## config.mk

```make
export PLATFORM = sky130hd
export DESIGN_NAME = serial_adder_flat
export DESIGN_NICKNAME = d
export VERILOG_FILES = /design/src/rtl/serial_adder_if.sv /design/src/rtl/serial_adder.sv /design/src/flat_wrapper.sv
export SDC_FILE = /design/constraint.sdc
export NUM_CORES = 1
export LEC_CHECK = 0
export ABC_AREA = 1
export CAP_MARGIN = 20
export CORE_ASPECT_RATIO = 1.25
export CORE_MARGIN = 5
export CORE_UTILIZATION = 54
export CTS_BUF_LIST = sky130_fd_sc_hd__clkbuf_4 sky130_fd_sc_hd__clkbuf_8
export DETAILED_ROUTE_END_ITERATION = 16
export GPL_TIMING_DRIVEN = 0
export PLACE_DENSITY = 0.77
export SETUP_SLACK_MARGIN = 0.5
export SYNTH_ARGS = -nofsm -noshare
export SYNTH_HDL_FRONTEND = slang
export SYNTH_SLANG_ARGS = --single-unit
export TNS_END_PERCENT = 100
```

## constraint.sdc

```tcl
create_clock -name clk -period 1.75 [get_ports clk]
set_input_delay 0.35 -clock clk [delete_from_list [all_inputs] [get_ports clk]]
set_output_delay 0.35 -clock clk [all_outputs]
set_load 0.03 [all_outputs]
```

## src/rtl/serial_adder_if.sv

```systemverilog
// Handshake/result bundle for the bit-serial adder.
// master drives requests and operands; slave (the adder) returns status and results.
interface serial_adder_if #(
  parameter int unsigned WIDTH = 8
);
  logic             start;
  logic [WIDTH-1:0] a;
  logic [WIDTH-1:0] b;
  logic             cin;
  logic             busy;
  logic             done;
  logic [WIDTH-1:0] sum;
  logic             cout;
  logic             ovf;
  logic             sum_bit;
  logic             sum_bit_valid;

  modport master (
    output start, a, b, cin,
    input  busy, done, sum, cout, ovf, sum_bit, sum_bit_valid
  );

  modport slave (
    input  start, a, b, cin,
    output busy, done, sum, cout, ovf, sum_bit, sum_bit_valid
  );
endinterface

```

## src/rtl/serial_adder.sv

```systemverilog
// Bit-serial ripple adder: one full-adder slice plus a carry flop, LSB first.
// Streams sum bits as they are produced and publishes sum/cout/ovf on completion.
module serial_adder #(
  parameter int unsigned WIDTH = 8
) (
  input  logic           clk,
  input  logic           rst_n,
  serial_adder_if.slave  bus
);

  localparam int unsigned CNT_W = (WIDTH > 1) ? $clog2(WIDTH) : 1;

  typedef enum logic [1:0] {
    IDLE = 2'd0,
    RUN  = 2'd1,
    DONE = 2'd2
  } state_e;

  state_e             state_q, state_d;
  logic [WIDTH-1:0]   a_sh_q, a_sh_d;
  logic [WIDTH-1:0]   b_sh_q, b_sh_d;
  logic [WIDTH-1:0]   res_q, res_d;
  logic [CNT_W-1:0]   cnt_q, cnt_d;
  logic               c_q, c_d;
  logic               busy_q, busy_d;
  logic               done_q, done_d;
  logic [WIDTH-1:0]   sum_q, sum_d;
  logic               cout_q, cout_d;
  logic               ovf_q, ovf_d;
  logic               sum_bit_q, sum_bit_d;
  logic               sum_bit_valid_q, sum_bit_valid_d;

  logic               s_c;
  logic               c_next_c;

  // Full-adder slice on the current LSBs and the carry flop
  always_comb begin
    s_c      = a_sh_q[0] ^ b_sh_q[0] ^ c_q;
    c_next_c = (a_sh_q[0] & b_sh_q[0]) | (a_sh_q[0] & c_q) | (b_sh_q[0] & c_q);
  end

  always_comb begin
    state_d         = state_q;
    a_sh_d          = a_sh_q;
    b_sh_d          = b_sh_q;
    res_d           = res_q;
    cnt_d           = cnt_q;
    c_d             = c_q;
    sum_d           = sum_q;
    cout_d          = cout_q;
    ovf_d           = ovf_q;
    sum_bit_d       = 1'b0;
    sum_bit_valid_d = 1'b0;

    unique case (state_q)
      IDLE: begin
        if (bus.start) begin
          a_sh_d  = bus.a;
          b_sh_d  = bus.b;
          c_d     = bus.cin;
          res_d   = '0;
          cnt_d   = '0;
          state_d = RUN;
        end
      end
      RUN: begin
        a_sh_d          = a_sh_q >> 1;
        b_sh_d          = b_sh_q >> 1;
        res_d           = WIDTH'({s_c, res_q} >> 1);
        c_d             = c_next_c;
        cnt_d           = CNT_W'(cnt_q + 1'b1);
        sum_bit_d       = s_c;
        sum_bit_valid_d = 1'b1;
        // Final bit: c_q is the carry into the MSB, c_next_c the carry out
        if (cnt_q == CNT_W'(WIDTH - 1)) begin
          sum_d   = res_d;
          cout_d  = c_next_c;
          ovf_d   = c_q ^ c_next_c;
          state_d = DONE;
        end
      end
      DONE: begin
        state_d = IDLE;
      end
      default: begin
        state_d = IDLE;
      end
    endcase

    busy_d = (state_d == RUN);
    done_d = (state_d == DONE);
  end

  always_ff @(posedge clk or negedge rst_n) begin
    if (!rst_n) begin
      state_q         <= IDLE;
      a_sh_q          <= '0;
      b_sh_q          <= '0;
      res_q           <= '0;
      cnt_q           <= '0;
      c_q             <= 1'b0;
      busy_q          <= 1'b0;
      done_q          <= 1'b0;
      sum_q           <= '0;
      cout_q          <= 1'b0;
      ovf_q           <= 1'b0;
      sum_bit_q       <= 1'b0;
      sum_bit_valid_q <= 1'b0;
    end else begin
      state_q         <= state_d;
      a_sh_q          <= a_sh_d;
      b_sh_q          <= b_sh_d;
      res_q           <= res_d;
      cnt_q           <= cnt_d;
      c_q             <= c_d;
      busy_q          <= busy_d;
      done_q          <= done_d;
      sum_q           <= sum_d;
      cout_q          <= cout_d;
      ovf_q           <= ovf_d;
      sum_bit_q       <= sum_bit_d;
      sum_bit_valid_q <= sum_bit_valid_d;
    end
  end

  assign bus.busy          = busy_q;
  assign bus.done          = done_q;
  assign bus.sum           = sum_q;
  assign bus.cout          = cout_q;
  assign bus.ovf           = ovf_q;
  assign bus.sum_bit       = sum_bit_q;
  assign bus.sum_bit_valid = sum_bit_valid_q;

endmodule

```

## src/flat_wrapper.sv

```systemverilog
// flat-port wrapper written by rule: the top's interface ports become plain ports
module serial_adder_flat 
#(
  parameter int unsigned WIDTH = 8
)
  (clk, rst_n, bus_start, bus_a, bus_b, bus_cin, bus_busy, bus_done, bus_sum, bus_cout, bus_ovf, bus_sum_bit, bus_sum_bit_valid);
  serial_adder_if #(.WIDTH(WIDTH)) bus_i ();
  input  logic clk;
  input  logic rst_n;
  input wire logic [$bits(bus_i.start)-1:0] bus_start;
  input wire logic [$bits(bus_i.a)-1:0] bus_a;
  input wire logic [$bits(bus_i.b)-1:0] bus_b;
  input wire logic [$bits(bus_i.cin)-1:0] bus_cin;
  output wire logic [$bits(bus_i.busy)-1:0] bus_busy;
  output wire logic [$bits(bus_i.done)-1:0] bus_done;
  output wire logic [$bits(bus_i.sum)-1:0] bus_sum;
  output wire logic [$bits(bus_i.cout)-1:0] bus_cout;
  output wire logic [$bits(bus_i.ovf)-1:0] bus_ovf;
  output wire logic [$bits(bus_i.sum_bit)-1:0] bus_sum_bit;
  output wire logic [$bits(bus_i.sum_bit_valid)-1:0] bus_sum_bit_valid;
  assign bus_i.start = bus_start;
  assign bus_i.a = bus_a;
  assign bus_i.b = bus_b;
  assign bus_i.cin = bus_cin;
  assign bus_busy = bus_i.busy;
  assign bus_done = bus_i.done;
  assign bus_sum = bus_i.sum;
  assign bus_cout = bus_i.cout;
  assign bus_ovf = bus_i.ovf;
  assign bus_sum_bit = bus_i.sum_bit;
  assign bus_sum_bit_valid = bus_i.sum_bit_valid;
  serial_adder #(.WIDTH(WIDTH)) u_core (.clk(clk), .rst_n(rst_n), .bus(bus_i));
endmodule
```

==> flow_summary.toml, run 1 <==
[setup_path]
cp_data_arrival_time_ns = 1.41
crit_chain = "inv_2 > fa_2 > o21ai_1"
r2r_end = "u_core.res_q[7]"
slowest_stage = "fa_2"
crit_start = "u_core.b_sh_q[0]"
rr_startpoint = "u_core.b_sh_q[0]"
cp.required_ns = 1.94
ff2ff_setup_slack_ns = 0.53
cp-end-kind = "register"
ff2ff_path_depth = 3
cp-start-kind = "register"
slowest_delay_ns = 0.62
crit_fanout = 3
critPathCapture = "u_core.res_q[7]"
criticalPathCategory = "register to register"

[timing]
fin_crit_sh = 0.699
fmax_mhz = 817
setup_tns_ns = 0
setup_viol = 0
fin_worst_skew_ns = 0.0110
slew_headroom = 0.782
maxSlewViolCount = 0
fin_hold_ws_ns = 0.468
fin_crit_ns = 1.22
grt_setup_unrepaired = "yes"
hold_viol = 0
tightest_slew_ns = 0.326

[cells_and_area]
drive_above_1_share = 0.245
instances_no_fill = 313
multi_input_area_sq_um = 738
insertedDiodeCount = 0
final_common_cell = "nand2_1"
layout_common_cells = "nand2_1, dfrtp_1, buf_2, clkdlybuf4s50_1, nand3_1"
regArea_sq_um = 1080
postLayoutCoreUtil = 0.726
fillers = 288
synthToLayoutAreaGrowth_pct = 31.0
layout.nets = 296

[yosys]
synth_top_area_cell = "dfrtp_1"
ys_seq_elements = 43
synth_top_area_share = 0.557
synthTopCellsByArea = "dfrtp_1, nand2_1, nand3_1"
ys_seq_area_frac = 0.557
yosysWarnings = 0
synthDistinctLibCells = 19
netlist_instances = 219
synth_nets = 242
syn_area_per_cell_sq_um = 8.82
synth_area_sq_um = 1930

[clocking]
clockBufferDepth = 2
cts_buffers = 5
cts_tree = "built"
cts-root-buf = "clkbuf_8"
clk_pin_slew_ns = 0.08
cts.sinks = 43
cts_max_level = 2
worstSkewPairLatency_ns = 0.30

[routing]
post_drt_wl_per_cell_um = 12.9
ant_nets = 0
drt_wl_total_um = 4040
first_iter_violations = 48
drc = 0
firstDrtPassIters = 4
vias = 1595
avgViaCountPerCell = 5.10

[global_routing]
grt_start_max_net_pins = 31
grt_pass1_wl_um = 6630
antenna_found_initial = 0
gr-total-overflow = 0
use_met3 = 0.0526
track_usage = 0.167
top_usage_layer = "met2"
grt_pass1_vias = 1535
grtUsageMet1 = 0.197
use_met2 = 0.284

[hold_path]
hold_path.class = "input port to async pin"

[run]
drv_cap = 0

[power_and_ir_drop]
ir_worst_vdd_mv = 1.35
total_power_mw = 4.68
leakage_nw = 1.32
powerDensity_nw_per_um2 = 1850

[placed_design]
dp_hpwl_um = 2670
portBuffers = 33
dp_cells = 292
place_congestion = 0.778

[die]
dieArea_sq_um = 4880
dieWidth_um = 63.5
num_rows = 24
core_area_sq_um = 3480
initial_core_util = 0.554
die-height_um = 76.9
io_pins = 34

[status]
status = "complete, no violations"
==> synthesized netlist by cell type, drive strengths merged <==
| cell type | n |
|---|---|
| nor2 | 4 |
| dfrtp | 43 |
| buf | 9 |
| inv | 16 |
| nand4 | 1 |
| o21ai | 22 |
| nand3 | 16 |
| fa | 1 |
| ha | 2 |
| nand2 | 105 |
==> report_power, final <==
part,leakage (nW),total [mW],switching [mW],internal [mW]
logic,0.714,2.12,1.30,0.820
registers,0.542,1.64,0.215,1.43
clock network,0.0688,0.918,0.332,0.586
total,1.32,4.68,1.85,2.83
==> worst min-delay path by stage <==
stage / startpoint / endpoint / slack, ns / cells past startpoint
after global placement: u_core.cnt_q[1] / u_core.cnt_q[1] / 0.46 / 2
final: rst_n / u_core.bus.sum[5] / 0.47 / 2
after global routing: rst_n / u_core.bus.sum[5] / 0.50 / 2
after CTS: rst_n / u_core.bus.sum[5] / 0.48 / 2
after detailed placement: rst_n / u_core.bus.sum[5] / 0.26 / 1
after floorplan: rst_n / u_core.a_sh_q[0] / 0.05 / 0
==> routing by layer <==
metal	up-vias	routed length (um)	share of wire
met5	-	0	0
met4	0	116	0.029
met3	15	223	0.055
met2	43	1990	0.49
met1	749	1710	0.42
li1	788	-	-
==> cell type report <==
| class | count | area share |
|---|---|---|
| inverter | 16 | 0.0257 |
| clock buffer | 6 | 0.0302 |
| sequential | 43 | 0.426 |
| multi-input combinational | 151 | 0.292 |
| timing repair buffer | 47 | 0.151 |
| clock inverter | 2 | 0.0237 |
| buffer | 9 | 0.0326 |
| tap | 39 | 0.0193 |
==> through the flow <==
step	area, sq um	setup slack, ns
finish	2530	0.526
global route	2530	0.451
CTS	2450	0.425
detailed placement	2320	0.0615
global placement	2310	-0.768
floorplan	1930	0.508
==> critical path, delay by kind of cell, from the launching register on <==
kind / cells / cell delay, ns
compound gates: 1 / 0.07
flops: 1 / 0.38
buf+inv: 1 / 0.06
fa+ha+maj: 1 / 0.62
==> registers in the layout, summed over array words and instances, names as in the netlist, 2 cells and up <==
name            count
u_core.a_sh_q       8
u_core.b_sh_q       8
u_core.bus.sum      8
u_core.res_q        7
u_core.cnt_q        3
u_core.state_q      2
==> cell families after synthesis <==
group | Yosys count | synth area share
adder cells (fa/ha/maj) | 3 | 0.0233
flip-flops | 43 | 0.557
AND/OR/NAND/NOR | 126 | 0.270
buffers and inverters | 25 | 0.0693
AO/OA/AOI/OAI | 22 | 0.0804
==> timing repair <==
item	CTS	global route
endpoints found under the setup margin	46	25
buffers inserted	4	8
gates resized for setup	73	11
hold endpoints to repair	13	0
pin swaps	3	6
hold buffers	1	0
Power figures use the tool's default switching activity.
==> run 2: changes to the inputs <==
==> constraint.sdc (replaced) <==
create_clock -name clk -period 1.2 [get_ports clk]
set_input_delay 0.24 -clock clk [delete_from_list [all_inputs] [get_ports clk]]
set_output_delay 0.24 -clock clk [all_outputs]
set_load 0.03 [all_outputs]
==> flow_summary.toml, run 2 (same netlist as run 1, synthesis figures left out) <==
[cells_and_area]
final_common_cell = "nand2_1"
postLayoutCoreUtil = 0.847
synthToLayoutAreaGrowth_pct = 52.8
instances_no_fill = 327
drive_above_1_share = 0.455
fillers = 206
layout.nets = 310
stdcell_area_sq_um = 2950
insertedDiodeCount = 0
layout_common_cells = "nand2_1, dfrtp_1, buf_6, nand2_2, clkdlybuf4s50_1"

[setup_path]
crit_fanout = 5
crit_start = "u_core.state_q[1]"
slowest_stage = "dfrtp_1"
slowest_delay_ns = 0.43
cp.depth = 6
ff2ff_path_depth = 6
crit_chain = "buf_4 > nor2_4 > nand2_8 > buf_6 > nand2_2 > o21ai_2"
cp.required_ns = 1.39
cp_num_buf_inv = 2
ff2ff_setup_slack_ns = -0.09
cp_data_arrival_time_ns = 1.48
r2r_end = "u_core.bus.sum[3]"
critPathCapture = "u_core.bus.sum[3]"
criticalPathCategory = "register to register"
cp-end-kind = "register"
critPathTopFamily = "flip-flops"
rr_startpoint = "u_core.state_q[1]"
cp-start-kind = "register"

[routing]
drt_wl_total_um = 5390
ant_nets = 0
avgViaCountPerCell = 5.38
post_drt_wl_per_cell_um = 16.5
vias = 1760
drc = 0
firstDrtPassIters = 4
first_iter_violations = 125

[placed_design]
place_ws_ns = -0.425
dp_hpwl_um = 2680
placed_cell_area_sq_um = 2380
dp_cells = 292
portBuffers = 33
place_congestion = 0.787

[power_and_ir_drop]
pwr-share-seq = 0.311
internal-power_mw = 4.81
leakage_nw = 1.45
powerDensity_nw_per_um2 = 2770
switching_share = 0.412
switching_power_mw = 3.37
ir_worst_vdd_mv = 1.99
clkPwrFrac = 0.127
p_comb_frac = 0.562

[timing]
hold_viol = 9
maxSlewViolCount = 0
fmax_mhz = 777
finalWorstSetupSlack_ns = -0.0874
grt_setup_unrepaired = "yes"
setup_viol = 30
fin_hold_ws_ns = -0.209
slew_headroom = 0.802
fin_worst_skew_ns = 0.00211
fin_crit_ns = 1.29
fin_crit_sh = 1.07
tightest_slew_ns = 0.297

[die]
dieArea_sq_um = 4880
initial_core_util = 0.554
die-height_um = 76.9
core_area_sq_um = 3480
num_rows = 24
dieWidth_um = 63.5
io_pins = 34

[global_routing]
grt_pass1_wl_um = 8240
gr-total-overflow = 0
track_usage = 0.214
grt_pass1_vias = 1774
antenna_found_initial = 0
grt_start_max_net_pins = 35

[hold_path]
hold_path.class = "input port to async pin"

[status]
status = "finished with violations"
violations = "hold timing, setup timing"

[run]
drv_cap = 0

[clocking]
cts_max_level = 2
worstSkewPairLatency_ns = 0.30
cts_tree = "built"
cts_buffers = 5
cts.sinks = 43
clockBufferDepth = 2
clk_pin_slew_ns = 0.08
cts-root-buf = "clkbuf_8"
## run 2: cell types whose count changed in the layout (fill, tap and decap cells not counted), sizes merged
cell,delta
buf,+14
clkbuf,+3
bufinv,-2
clkdlybuf4s50,+1
dlygate4sd3,-1
dlymetal6s2s,-1
## run 2: layout make-up
| cell class | count | area, sq um | share of cell area |
|---|---|---|---|
| Buffer | 9 | 96.3 | 0.0327 |
| Timing Repair Buffer | 61 | 673 | 0.228 |
| Multi-Input combinational cell | 151 | 866 | 0.294 |
| Clock buffer | 8 | 104 | 0.0352 |
| Tap cell | 39 | 48.8 | 0.0165 |
| Inverter | 16 | 67.6 | 0.0229 |
| Sequential cell | 43 | 1090 | 0.371 |
## run 2: how the worst min path moves through the flow
stage / depth (start not counted) / slack [ns] / endpoint
2_1_floorplan: 0 / -0.06 / u_core.a_sh_q[0]
3_3_place_gp: 2 / 0.46 / u_core.bus.sum[0]
6_report: 1 / -0.21 / u_core.bus.sum[1]
3_5_place_dp: 1 / 0.11 / u_core.bus.sum[5]
5_1_grt: 1 / -0.20 / u_core.bus.sum[5]
4_1_cts: 1 / -0.20 / u_core.bus.sum[0]
## run 2: worst reg2reg max path, delay by kind of cell, from the launching register on
| family | cells | cell delay (ns) |
|---|---|---|
| AOI/OAI and AO/OA | 1 | 0.04 |
| buffers and inverters | 2 | 0.32 |
| DFF | 1 | 0.43 |
| and+or+nand+nor | 3 | 0.39 |
## run 2: power by group through the flow
stage          sequential [mW]  clock [mW]  combinational [mW]
6_report                  2.54        1.04                4.60
5_1_grt                   2.62        1.11                4.94
4_1_cts                   2.48        1.04                4.15
3_5_place_dp              2.45           0                3.14
3_3_place_gp              2.43           0                3.06
2_1_floorplan             2.85           0                1.77
## run 2: layer usage
| layer | global-route usage | up-vias | wire length, um |
|---|---|---|---|
| met5 | 0 | - | 0 |
| met4 | 0.102 | 0 | 202 |
| met3 | 0.0439 | 20 | 316 |
| met2 | 0.377 | 84 | 2820 |
| met1 | 0.241 | 839 | 2050 |
| li1 | - | 817 | - |
## run 2: stage by stage
stage | TNS [ns] | total power, mW
finish | -1.24 | 8.18
global route | -2.81 | 8.67
CTS | 0 | 7.68
floorplan | 0 | 4.62
detailed placement | -9.18 | 5.59
global placement | -61.57 | 5.50
## run 2: repair_timing
item | in CTS | in global routing
gates cloned | 4 | 1
endpoints found under the setup margin | 57 | 57
hold endpoints to repair | 9 | 9
buffers inserted | 19 | 3
pin swaps | 29 | 9
resized for setup | 140 | 22
